$ cat config.mk
export PLATFORM = sky130hd
export DESIGN_NAME = pwm_regs_multi
export DESIGN_NICKNAME = d
export VERILOG_FILES = /design/src/rtl/pwm_regs_multi.sv
export SDC_FILE = /design/constraint.sdc
export NUM_CORES = 1
export LEC_CHECK = 0
export ABC_AREA = 1
export CAP_MARGIN = 15
export CORE_UTILIZATION = 55
export CTS_CLUSTER_SIZE = 40
export DETAILED_ROUTE_END_ITERATION = 10
export DONT_BUFFER_PORTS = 1
export HOLD_SLACK_MARGIN = 0.06
export PLACE_DENSITY_LB_ADDON = 0.08
export SETUP_SLACK_MARGIN = 0.5
export SLEW_MARGIN = 40
export SYNTH_ARGS = -nofsm -noshare
export SYNTH_HDL_FRONTEND = slang
export SYNTH_SLANG_ARGS = --single-unit
export TNS_END_PERCENT = 30
$ cat constraint.sdc
create_clock -name clk -period 1.72 [get_ports clk]
set_input_delay 0.344 -clock clk [delete_from_list [all_inputs] [get_ports clk]]
set_output_delay 0.344 -clock clk [all_outputs]
set_load 0.005 [all_outputs]
$ cat src/rtl/pwm_regs_multi.sv
// pwm_regs_multi: register bank for a shared-counter, NCH-channel PWM block.
// Holds shadow/active period and compare registers (the active copy loads from
// the shadow copy at counter overflow or on a forced load), sticky status flags
// with a registered interrupt, and immediate-effect counter/channel controls.
// Ports:
//   clk, rst_n                      clock, async active-low reset
//   read, write, addr, data_write   decoder access (write has priority)
//   data_read                       registered read data, 0 when no read
//   counter_val, counter_ovf        live counter value and wrap pulse
//   period, compare1, compare2      active copies of the shadowed registers
//   en, count_reset, upnotdown,
//   prescale                        counter control
//   pwm_en, functions               per-channel enable and function byte
//   irq                             registered interrupt
module pwm_regs_multi #(
    parameter int NCH = 4,
    parameter int CW  = 16
) (
    input  logic              clk,
    input  logic              rst_n,
    input  logic              read,
    input  logic              write,
    input  logic [5:0]        addr,
    input  logic [7:0]        data_write,
    output logic [7:0]        data_read,
    input  logic [CW-1:0]     counter_val,
    input  logic              counter_ovf,
    output logic [CW-1:0]     period,
    output logic              en,
    output logic              count_reset,
    output logic              upnotdown,
    output logic [7:0]        prescale,
    output logic [NCH-1:0]    pwm_en,
    output logic [NCH*8-1:0]  functions,
    output logic [NCH*CW-1:0] compare1,
    output logic [NCH*CW-1:0] compare2,
    output logic              irq
);
    logic [CW-1:0] per_sh;
    logic [CW-1:0] c1_sh [NCH];
    logic [CW-1:0] c1_act [NCH];
    logic [CW-1:0] c2_sh [NCH];
    logic [CW-1:0] c2_act [NCH];
    logic [7:0]    fn [NCH];
    logic          auto_load, pending, ovf_f, loaded_f;
    logic [1:0]    irq_en, cr_cnt;
    logic [7:0]    rd;
    logic [2:0]    ch;
    logic          chan, load, sh_wr;
    assign chan = |addr[5:4];
    assign count_reset = |cr_cnt;
    genvar g;
    generate
        for (g = 0; g < NCH; g++) begin : g_out
            assign functions[8*g +: 8]  = fn[g];
            assign compare1[CW*g +: CW] = c1_act[g];
            assign compare2[CW*g +: CW] = c2_act[g];
        end
    endgenerate
    always_comb begin
        ch    = addr[5:3] - 3'd2;
        load  = (auto_load & counter_ovf) | (write && addr == 6'h08 && data_write[0]);
        sh_wr = write && (addr == 6'h00 || addr == 6'h01);
        case (addr)
            6'h00:   rd = per_sh[7:0];
            6'h01:   rd = 8'(per_sh[CW-1:8]);
            6'h02:   rd = {7'b0, en};
            6'h04:   rd = counter_val[7:0];
            6'h05:   rd = 8'(counter_val[CW-1:8]);
            6'h06:   rd = prescale;
            6'h07:   rd = {7'b0, upnotdown};
            6'h08:   rd = {6'b0, auto_load, 1'b0};
            6'h09:   rd = {5'b0, loaded_f, ovf_f, pending};
            6'h0A:   rd = {5'b0, irq_en, 1'b0};
            default: rd = 8'h00;
        endcase
        // Only instantiated channels decode, so blocks with n >= NCH stay unmapped.
        for (int i = 0; i < NCH; i++) begin
            if (chan && ch == 3'(i)) begin
                sh_wr = sh_wr | (write && (addr[2:1] == 2'd1 || addr[2:1] == 2'd2));
                case (addr[2:0])
                    3'd0:    rd = {7'b0, pwm_en[i]};
                    3'd1:    rd = fn[i];
                    3'd2:    rd = c1_sh[i][7:0];
                    3'd3:    rd = 8'(c1_sh[i][CW-1:8]);
                    3'd4:    rd = c2_sh[i][7:0];
                    3'd5:    rd = 8'(c2_sh[i][CW-1:8]);
                    default: rd = 8'h00;
                endcase
            end
        end
    end
    always_ff @(posedge clk or negedge rst_n) begin
        if (!rst_n) begin
            data_read <= 8'h00;
            per_sh    <= '0;
            period    <= '0;
            en        <= 1'b0;
            upnotdown <= 1'b0;
            prescale  <= 8'h00;
            auto_load <= 1'b0;
            pending   <= 1'b0;
            ovf_f     <= 1'b0;
            loaded_f  <= 1'b0;
            irq_en    <= 2'b00;
            cr_cnt    <= 2'd0;
            irq       <= 1'b0;
            pwm_en    <= '0;
            for (int i = 0; i < NCH; i++) begin
                fn[i]     <= 8'h00;
                c1_sh[i]  <= '0;
                c1_act[i] <= '0;
                c2_sh[i]  <= '0;
                c2_act[i] <= '0;
            end
        end else begin
            data_read <= (read && !write) ? rd : 8'h00;
            // Load copies the pre-write shadow; a same-edge shadow write lands after.
            if (load) begin
                period <= per_sh;
                for (int i = 0; i < NCH; i++) begin
                    c1_act[i] <= c1_sh[i];
                    c2_act[i] <= c2_sh[i];
                end
            end
            pending  <= sh_wr | (pending & ~load);
            ovf_f    <= counter_ovf | (ovf_f & ~(write && addr == 6'h09 && data_write[1]));
            loaded_f <= load | (loaded_f & ~(write && addr == 6'h09 && data_write[2]));
            irq      <= (ovf_f & irq_en[0]) | (loaded_f & irq_en[1]);
            cr_cnt   <= (write && addr == 6'h03 && data_write[0]) ? 2'd2 : cr_cnt - {1'b0, |cr_cnt};
            if (write) begin
                case (addr)
                    6'h00:   per_sh[7:0] <= data_write;
                    6'h01:   per_sh[CW-1:8] <= data_write[CW-9:0];
                    6'h02:   en <= data_write[0];
                    6'h06:   prescale <= data_write;
                    6'h07:   upnotdown <= data_write[0];
                    6'h08:   auto_load <= data_write[1];
                    6'h0A:   irq_en <= data_write[2:1];
                    default: ;
                endcase
            end
            for (int i = 0; i < NCH; i++) begin
                if (write && chan && ch == 3'(i)) begin
                    case (addr[2:0])
                        3'd0:    pwm_en[i] <= data_write[0];
                        3'd1:    fn[i] <= data_write;
                        3'd2:    c1_sh[i][7:0] <= data_write;
                        3'd3:    c1_sh[i][CW-1:8] <= data_write[CW-9:0];
                        3'd4:    c2_sh[i][7:0] <= data_write;
                        3'd5:    c2_sh[i][CW-1:8] <= data_write[CW-9:0];
                        default: ;
                    endcase
                end
            end
        end
    end
endmodule

==> flow_summary.yaml <==
power:
  comb_power_share_pct: 12.5
  pwr-share-seq_pct: 49.3
  p_sw_mw: 5.80
  internal-power_mw: 16.5
  sw_frac_of_total_pct: 26.0
  p_leak_nw: 8.87
  power_density_nw_per_um2: 1220
  clkPwrFrac_pct: 38.2
  peakVddDrop_v: 0.000983
worst_setup_path:
  reg2regPathDepth: 6
  slowest_delay_ns: 0.37
  rr_startpoint: "auto_load"
  cpLargestDelayFamily: "buffers and inverters"
  cp.required_ns: 2.11
  path_max_fanout: 6
  rrSetupSlack_ns: 0.27
  cp_num_buf_inv: 3
  path_cells: "nand2_2, o21ai_4, buf_12, buf_12, clkbuf_16, mux2_4"
  cpMaxStageDelayCell: "dfrtp_1"
  r2r_end: "compare2[3]"
  cp.arrival_ns: 1.84
  start_kind: "register"
  crit_path_frequent_cell: "buf_12"
  critPathKind: "reg2reg"
  startpoint: "auto_load"
  end_kind: "register"
logic_synthesis:
  yosysTopAreaCell: "dfrtp_1"
  synth_area_um2: 14600
  synth_cell_types: 31
  synth.avg_cell_area_um2: 10.1
  ys_warn_count: 0
  synth-edff-count: 0
  synth_most_common_cell: "nand2_1"
  synthCells: 1447
  synth_commonest_cells: "nand2_1 (444), dfrtp_1 (351), o21ai_0 (210), mux2_2 (72), mux2_1 (66)"
  synthTopCellsByArea: "dfrtp_1 (60%), nand2_1 (11%), o21ai_0 (7.2%)"
  ys_async_sr_fraction_pct: 100
  synth-main-ff-cell: "dfrtp_1"
  syn-num-nets: 1483
  synth_seq_cells: 351
  seq_area_frac_synth_pct: 60.2
  synth_top_area_share_pct: 60.2
clock_tree:
  hold_buffers: 3
  clkLatencyLatePin_ns: 0.51
  cts_tree: "yes"
  cts_buffers: 36
  clk_pin_slew_ns: 0.06
  cts-root-buf: "clkbuf_16"
  clk_path_buf_depth: 3
  h-tree-depth: 2
  cts_sinks: 351
global_route:
  grt.met2_usage_pct: 50.6
  global_route.usage.met1_pct: 39.7
  grt_pass1_wl_um: 63700
  first_global_vias: 10800
  grt.busiest_layer: "met2"
  grt_overflow_total: 0
  grtUsageTotal_pct: 31.9
  grt_max_degree: 352
  antenna_found_initial: 0
  met3_usage_pct: 8.94
routing:
  remaining_drc_errors: 0
  detail-route-antenna-nets: 0
  wire_per_inst_um: 23.4
  vias_per_cell: 5.92
  drtIter0Drc: 1146
  vias: 11300
  wirelength_um: 44400
  drtPass1Iterations: 7
die:
  start_util_pct: 56.0
  die_w_um: 165
  rows: 59
  dieArea_um2: 27200
  die_h_um: 165
  io_pins: 235
  coreArea_um2: 26100
timing:
  holdWs_ns: -0.462
  finalCritPeriodShare_pct: 84.4
  rsz0062_at_grt: "true"
  setup_viol: 0
  relSlewSlack_pct: 42.3
  max_freq_mhz: 689
  skew_ns: 0.0118
  fin_crit_ns: 1.45
  tightestPinTransition_ns: 0.865
  hold_viol_final: 351
  slew_violations: 0
final_layout:
  antenna_cells: 0
  final_cells: 1901
  area_delta_synth_final_pct: 25.4
  drive_gt1_share_pct: 27.1
  utilization_pct: 70.2
  fin_nets: 1578
status:
  status: "finished with violations"
  failed_checks: "hold timing"
place:
  place.gp.congestion: 0.935
  hpwl_um: 28000
  dpl.cell_count: 1794
  io_buffers: 0
worst_hold_path:
  hold_class: "in2async"
job:
  drv_cap: 0
## placed cells by master, fill, tap and decap left out, types with 7 or more instances in the layout
| master | instances |
|---|---|
| o21ai_1 | 43 |
| nand2_2 | 17 |
| nand4_1 | 16 |
| a21oi_1 | 21 |
| nor2_1 | 42 |
| o21ai_0 | 162 |
| buf_12 | 21 |
| mux2_2 | 37 |
| nand3_1 | 25 |
| nor2_2 | 12 |
| nand2_1 | 421 |
| bufinv_16 | 7 |
| buf_16 | 8 |
| clkbuf_16 | 44 |
| inv_2 | 8 |
| mux2_4 | 99 |
| nand3_2 | 13 |
| nor2_4 | 14 |
| dfrtp_1 | 348 |
| inv_1 | 32 |
| a22oi_1 | 8 |
| buf_4 | 86 |
## how the worst max path moves through the flow
stage,end,slack (ns),cells past startpoint
6_report,compare2[3],0.27,6
5_1_grt,data_read[1],0.25,10
4_1_cts,compare2[2],0.30,6
3_5_place_dp,data_read[7],-0.25,12
3_3_place_gp,data_read[7],-0.24,12
2_1_floorplan,compare1[34],-0.07,9
## worst reg2reg max path: cells and delay by family, from the launching register on
| family | cells | cell delay, ns |
|---|---|---|
| DFF | 1 | 0.37 |
| muxes | 1 | 0.30 |
| AOI/OAI and AO/OA | 1 | 0.08 |
| buffers and inverters | 3 | 0.50 |
| and+or+nand+nor | 1 | 0.07 |
## stage by stage
stage | power [mW] | setup slack, ns | area [um2] | hold WS, ns | TNS [ns]
floorplan | 12.1 | -0.0671 | 14800 | 0.0484 | -5.76
CTS | 21.9 | 0.298 | 17500 | -0.477 | 0
global placement | 13.0 | -0.240 | 15600 | 0.0604 | -23.66
global route | 23.1 | 0.247 | 18300 | -0.484 | 0
detailed placement | 13.1 | -0.248 | 15600 | 0.0603 | -24.94
finish | 22.3 | 0.268 | 18300 | -0.462 | 0
## repair_timing
item	4_1_cts	5_1_grt
gates resized for setup	72	134
endpoints found under the hold margin	357	351
setup endpoints to repair	388	474
pin swaps	12	23
setup buffers	16	11
gates cloned	6	9
## sequential cells by signal, indices dropped and copies added (netlist names), 2 cells and up
name,count
c2_sh,64
prescale,8
c1_sh,64
compare2,64
functions,32
period,16
data_read,8
pwm_en,4
irq_en,2
per_sh,16
compare1,64
cr_cnt,2
## power groups by stage
stage	clock network [mW]	registers, mW	logic, mW
5_1_grt	8.92	11.2	3.01
6_report	8.51	11.0	2.78
3_5_place_dp	0	11.1	2.00
4_1_cts	8.59	10.9	2.36
2_1_floorplan	0	10.5	1.56
3_3_place_gp	0	11.0	1.91
## layout make-up
cell class | instances | area [um2]
multi-input combinational | 975 | 6010
clock inverter | 17 | 273
fill | 1955 | 7760
sequential | 351 | 8790
tap | 335 | 419
clock buffer | 45 | 1020
timing repair buffer | 134 | 1600
inverter | 44 | 185
## cell families after synthesis
group | count (synthesis) | share of synthesized area, %
flip-flops | 351 | 60.2
multiplexers | 138 | 10.7
adder cells (fa/ha/maj) | 1 | 0.0858
buffers and inverters | 121 | 3.75
AO/OA/AOI/OAI | 259 | 9.34
AND/OR/NAND/NOR | 577 | 16.0
## routing by layer
layer | part of all wire [%] | up-vias
li1 | - | 5009
met1 | 38 | 5604
met2 | 48 | 503
met3 | 8.8 | 134
met4 | 5.1 | 0
met5 | 0 | -
Note: power is estimated with default switching activity, not from simulation.
